$ cat config.mk
export PLATFORM = sky130hd
export DESIGN_NAME = ecrc_stream_generator_flat
export DESIGN_NICKNAME = d
export VERILOG_FILES = /design/src/rtl/ecrc_stream_generator_if.sv /design/src/rtl/ecrc_stream_generator.sv /design/src/flat_wrapper.sv
export SDC_FILE = /design/constraint.sdc
export NUM_CORES = 2
export LEC_CHECK = 0
export CORE_MARGIN = 2
export CORE_UTILIZATION = 59
export CTS_BUF_LIST = sky130_fd_sc_hd__clkbuf_4 sky130_fd_sc_hd__clkbuf_8
export CTS_CLUSTER_DIAMETER = 60
export CTS_CLUSTER_SIZE = 40
export DETAILED_ROUTE_END_ITERATION = 7
export DONT_BUFFER_PORTS = 1
export GPL_TIMING_DRIVEN = 1
export MAX_ROUTING_LAYER = met4
export PLACE_DENSITY = 0.81
export SYNTH_ARGS = -nofsm -noshare
export SYNTH_HDL_FRONTEND = slang
export SYNTH_SLANG_ARGS = --single-unit
$ cat constraint.sdc
create_clock -name clk -period 60.4 [get_ports clk]
set_input_delay 18.12 -clock clk [delete_from_list [all_inputs] [get_ports clk]]
set_output_delay 18.12 -clock clk [all_outputs]
set_load 0.005 [all_outputs]
$ cat src/rtl/ecrc_stream_generator_if.sv
// ecrc_stream_generator_if: beat input, ECRC output handshake and busy flag of the ECRC generator
interface ecrc_stream_generator_if #(
  parameter int DATA_WIDTH = 256,
  parameter int LENGTH_WIDTH = 4,
  parameter int POLY_WIDTH = 32
);
  logic CRC_i_Valid;
  logic CRC_i_SOP;
  logic CRC_i_EOP;
  logic [DATA_WIDTH-1:0] CRC_i_Message;
  logic [LENGTH_WIDTH-1:0] CRC_i_Length;
  logic CRC_o_Ready;
  logic CRC_o_Valid;
  logic CRC_i_Out_Ready;
  logic [POLY_WIDTH-1:0] CRC_o_ECRC;
  logic CRC_o_Busy;
  modport master (
    output CRC_i_Valid, CRC_i_SOP, CRC_i_EOP, CRC_i_Message, CRC_i_Length, CRC_i_Out_Ready,
    input CRC_o_Ready, CRC_o_Valid, CRC_o_ECRC, CRC_o_Busy
  );
  modport slave (
    input CRC_i_Valid, CRC_i_SOP, CRC_i_EOP, CRC_i_Message, CRC_i_Length, CRC_i_Out_Ready,
    output CRC_o_Ready, CRC_o_Valid, CRC_o_ECRC, CRC_o_Busy
  );
endinterface

$ cat src/rtl/ecrc_stream_generator.sv
// ecrc_stream_generator: PCIe ECRC (reflected CRC-32) over multi-beat TLPs, held under a valid/ready handshake
// ports: clk, arst (async active-high); bus.slave carries beat input (Valid/SOP/EOP/Message/Length, Ready),
// ECRC output (Valid/ECRC, Out_Ready) and Busy
module ecrc_stream_generator #(
  parameter int DATA_WIDTH = 256,
  parameter int DW_COUNT = DATA_WIDTH / 32,
  parameter int LENGTH_WIDTH = 4,
  parameter int POLY_WIDTH = 32,
  parameter bit VARIANT_MASK_EN = 1
) (
  input logic clk,
  input logic arst,
  ecrc_stream_generator_if.slave bus
);
  // 0x04C11DB7 bit-reversed, for LSB-first shifting
  localparam logic [POLY_WIDTH-1:0] POLY_R = 32'hEDB8_8320;
  // Type[0] (byte0 bit0) and EP (byte2 bit6) forced to 1 on the SOP beat
  localparam logic [DATA_WIDTH-1:0] VARIANT_BITS = DATA_WIDTH'(32'h0040_0001);
  typedef enum logic [1:0] {IDLE, ACCUM, HOLD} state_t;
  state_t state, state_n;
  logic [POLY_WIDTH-1:0] crc, crc_n, ecrc, ecrc_n, base, folded;
  logic [DATA_WIDTH-1:0] msg;
  logic [LENGTH_WIDTH-1:0] len;
  logic take, leave;
  function automatic logic [POLY_WIDTH-1:0] fold(input logic [POLY_WIDTH-1:0] c_in,
                                                  input logic [DATA_WIDTH-1:0] d,
                                                  input logic [LENGTH_WIDTH-1:0] n);
    logic [POLY_WIDTH-1:0] c;
    c = c_in;
    for (int i = 0; i < DATA_WIDTH; i++)
      if (i < 32 * int'(n)) c = {1'b0, c[POLY_WIDTH-1:1]} ^ ((c[0] ^ d[i]) ? POLY_R : '0);
    return c;
  endfunction
  always_comb begin
    // beats without SOP are only meaningful while a TLP is open
    take = bus.CRC_i_Valid & bus.CRC_o_Ready & (bus.CRC_i_SOP | (state == ACCUM));
    leave = (state == HOLD) & bus.CRC_i_Out_Ready;
    len = (bus.CRC_i_Length > LENGTH_WIDTH'(DW_COUNT)) ? LENGTH_WIDTH'(DW_COUNT) : bus.CRC_i_Length;
    msg = bus.CRC_i_Message | ((VARIANT_MASK_EN && bus.CRC_i_SOP) ? VARIANT_BITS : '0);
    base = bus.CRC_i_SOP ? '1 : crc;
    folded = fold(base, msg, len);
    state_n = leave ? IDLE : take ? (bus.CRC_i_EOP ? HOLD : ACCUM) : state;
    crc_n = leave ? '1 : take ? folded : crc;
    ecrc_n = (take & bus.CRC_i_EOP) ? ~folded : ecrc;
  end
  always_ff @(posedge clk or posedge arst) begin
    if (arst) begin
      state <= IDLE;
      crc <= '1;
      ecrc <= '0;
    end else begin
      state <= state_n;
      crc <= crc_n;
      ecrc <= ecrc_n;
    end
  end
  assign bus.CRC_o_Ready = state != HOLD;
  assign bus.CRC_o_Valid = state == HOLD;
  assign bus.CRC_o_Busy = state != IDLE;
  assign bus.CRC_o_ECRC = ecrc;
endmodule

$ cat src/flat_wrapper.sv
// flat-port wrapper written by rule: the top's interface ports become plain ports
module ecrc_stream_generator_flat 
#(
  parameter int DATA_WIDTH = 256,
  parameter int DW_COUNT = DATA_WIDTH / 32,
  parameter int LENGTH_WIDTH = 4,
  parameter int POLY_WIDTH = 32,
  parameter bit VARIANT_MASK_EN = 1
)
  (clk, arst, bus_CRC_i_Valid, bus_CRC_i_SOP, bus_CRC_i_EOP, bus_CRC_i_Message, bus_CRC_i_Length, bus_CRC_i_Out_Ready, bus_CRC_o_Ready, bus_CRC_o_Valid, bus_CRC_o_ECRC, bus_CRC_o_Busy);
  ecrc_stream_generator_if #(.DATA_WIDTH(DATA_WIDTH), .LENGTH_WIDTH(LENGTH_WIDTH), .POLY_WIDTH(POLY_WIDTH)) bus_i ();
  input logic clk;
  input logic arst;
  input wire logic [$bits(bus_i.CRC_i_Valid)-1:0] bus_CRC_i_Valid;
  input wire logic [$bits(bus_i.CRC_i_SOP)-1:0] bus_CRC_i_SOP;
  input wire logic [$bits(bus_i.CRC_i_EOP)-1:0] bus_CRC_i_EOP;
  input wire logic [$bits(bus_i.CRC_i_Message)-1:0] bus_CRC_i_Message;
  input wire logic [$bits(bus_i.CRC_i_Length)-1:0] bus_CRC_i_Length;
  input wire logic [$bits(bus_i.CRC_i_Out_Ready)-1:0] bus_CRC_i_Out_Ready;
  output wire logic [$bits(bus_i.CRC_o_Ready)-1:0] bus_CRC_o_Ready;
  output wire logic [$bits(bus_i.CRC_o_Valid)-1:0] bus_CRC_o_Valid;
  output wire logic [$bits(bus_i.CRC_o_ECRC)-1:0] bus_CRC_o_ECRC;
  output wire logic [$bits(bus_i.CRC_o_Busy)-1:0] bus_CRC_o_Busy;
  assign bus_i.CRC_i_Valid = bus_CRC_i_Valid;
  assign bus_i.CRC_i_SOP = bus_CRC_i_SOP;
  assign bus_i.CRC_i_EOP = bus_CRC_i_EOP;
  assign bus_i.CRC_i_Message = bus_CRC_i_Message;
  assign bus_i.CRC_i_Length = bus_CRC_i_Length;
  assign bus_i.CRC_i_Out_Ready = bus_CRC_i_Out_Ready;
  assign bus_CRC_o_Ready = bus_i.CRC_o_Ready;
  assign bus_CRC_o_Valid = bus_i.CRC_o_Valid;
  assign bus_CRC_o_ECRC = bus_i.CRC_o_ECRC;
  assign bus_CRC_o_Busy = bus_i.CRC_o_Busy;
  ecrc_stream_generator #(.DATA_WIDTH(DATA_WIDTH), .DW_COUNT(DW_COUNT), .LENGTH_WIDTH(LENGTH_WIDTH), .POLY_WIDTH(POLY_WIDTH), .VARIANT_MASK_EN(VARIANT_MASK_EN)) u_core (.clk(clk), .arst(arst), .bus(bus_i));
endmodule
==> reports/metrics.csv <==
metric,value,unit
cts-root-buf,clkbuf_8,
skew,14.7,ps
synthFlopType,dfrtp_1,
status,completed,
route.detailed.drc,0,
grt_overflow,0,
cp_slowest_cell,a211oi_2,
critPathMaxStageDelay,970,ps
met1_length,73700,um
h-tree-depth,3,
hold_start,u_core.crc[29],
path_max_fanout,95,
critical_path_depth,104,
synth-seq-area-share,3.20,%
cts_tree,yes,
grt_antenna_before_repair,1,
dieArea,92100,um^2
period_minus_slack,58320,ps
fin_crit_sh,96.6,%
antenna_left,0,
die_h,303,um
grt_pass1_vias,40100,
post-route-cell-area,52400,um^2
clk_pin_slew_worst_paths,80,ps
placed_area,52200,um^2
drt-total-wl,189000,um
slew_headroom,12.6,%
core-area,88600,um^2
met3WireLength,22100,um
placed_cells,6483,
final_common_cell,xnor2_1,
startpoint_type,input pin,
dpl.hpwl,154000,um
drt_first_pass_iters,6,
drv_slew,0,
path_buf_inv,1,
portBuffers,0,
whs_path_depth,1,
rsz0062_at_grt,false,
critical_path.top_delay_family,XOR/XNOR gates,
ctsHoldBuffers,0,
grt_max_degree,96,
end_kind,flop,
fin_cells,6500,
gp_congestion,1.07,
initial_core_util,59.7,%
fmax,0.0171,GHz
syn_inst,5603,
r2r-start,u_core.crc[0],
crit_type,input pin to flop,
grtUsageTotal,40.9,%
numCtsBuffers,9,
worstMarginPinSlew,1300,ps
cts_setup_buffers,0,
vias,42300,
highest_layer,met4,
fillers,7795,
synth_seq_cells,66,
r2r_cells,104,
via_per_inst,6.51,
worst_ep_required_time,60700,ps
final_nets,5595,
holdPathEnd,u_core.crc[29],
layout_common_cells,"1468 x xnor2_1, 506 x xor2_1, 478 x xnor3_1",
ys_types,162,
wl_per_cell,29.0,um
hold_violations,0,
die_w,303,um
crit_top_cell,xnor3_1,
setup_viol,0,
drt_first_iter_violations,5054,
synth_edf_count,0,
fin_tns_setup,0,ps
async_flop_share,100,%
drive_above_1_share,9.94,%
min_path_type,flop to flop,
grt_pass1_wl,272000,um
yosys_warnings,0,
boundaryPins,301,
met2_length,83900,um
postSynthAreaPerCell,9.44,um^2
synth_nets,5869,
rows,109,
finish.utilization,59.1,%
cts_buffer_depth,2,
clock_latency,360,ps
arrival,58620,ps
post_cts_resized,0,
synth_area,52900,um^2
r2r_slack,19850,ps
area_growth,-0.989,%
cts.sinks,66,
reg2reg_to,u_core.crc[23],
maxCapViolCount,0,
through the flow:
stage	setup slack (ps)	hold WS, ps
after floorplan	10540	473
after global placement	2730	528
after detailed placement	2790	529
after CTS	3010	540
after global routing	595	565
final	2080	542
how the worst max path moves through the flow:
stage                        start                  endpoint
5_1_grt        bus_CRC_i_Length[3]            u_core.crc[23]
6_report       bus_CRC_i_Length[3]            u_core.crc[23]
3_5_place_dp   bus_CRC_i_Length[3]            u_core.crc[23]
2_1_floorplan  bus_CRC_i_Length[0]  u_core.bus.CRC_o_ECRC[2]
4_1_cts        bus_CRC_i_Length[3]            u_core.crc[23]
3_3_place_gp   bus_CRC_i_Length[3]            u_core.crc[23]
worst register-to-register path: cells and delay by family (launching register included):
| kind | cells | cell delay [ps] |
|---|---|---|
| xor+xnor | 56 | 24030 |
| mux | 5 | 1760 |
| compound gates | 27 | 7930 |
| buf+inv | 1 | 250 |
| simple gates | 15 | 5660 |
| flops | 1 | 830 |
cell usage after synthesis (57+ instances only):
library cell | count | area, um^2
a21oi_1 | 318 | 1590
and2_1 | 57 | 357
buf_6 | 97 | 1090
clkbuf_1 | 76 | 285
mux2i_1 | 117 | 1170
nand2_1 | 280 | 1050
nand3_1 | 81 | 405
nor2_1 | 412 | 1550
nor3_1 | 96 | 480
o21ai_0 | 158 | 791
o21ai_1 | 79 | 395
xnor2_1 | 1468 | 12900
xnor2_2 | 69 | 1120
xnor3_1 | 478 | 10800
xor2_1 | 506 | 4430
xor3_1 | 71 | 1690
state kept, by name, indices dropped and copies added, names as in the netlist:
| signal | count |
|---|---|
| u_core.crc | 32 |
| u_core.bus.CRC_o_ECRC | 32 |
| u_core.state | 2 |
area by class of cell:
type                            count  area (um^2)  area share [%]
Multi-Input combinational cell   5141        48400            92.3
Sequential cell                    66         1690            3.23
Tap cell                         1165         1460            2.78
Timing Repair Buffer               63          473           0.903
Inverter                           48          188           0.358
Clock buffer                        9          124           0.236
Clock inverter                      7         93.8           0.179
Antenna cell                        1         2.50         0.00478
cell families (layout without fill, tap and decap cells):
group | after synthesis | after routing | share of synthesized area (%)
muxes | 172 | 172 | 3.58
other | 0 | 1 | 0
AOI/OAI and AO/OA | 1076 | 1076 | 14.1
buffers and inverters | 396 | 127 | 5.72
DFF | 66 | 66 | 3.20
and+or+nand+nor | 1213 | 1213 | 11.3
xor gates and xnor gates | 2680 | 2680 | 62.1
metal layers:
layer / vias to the layer above / GRT usage [%]
li1: 18800 / -
met1: 20500 / 52.9
met2: 2579 / 62.2
met3: 443 / 9.27
met4: 0 / 15.4
met5: - / -
Power is left out: the tool's default activity adds up to more than one toggle a clock period on the data nets, which glitch-free logic cannot reach.
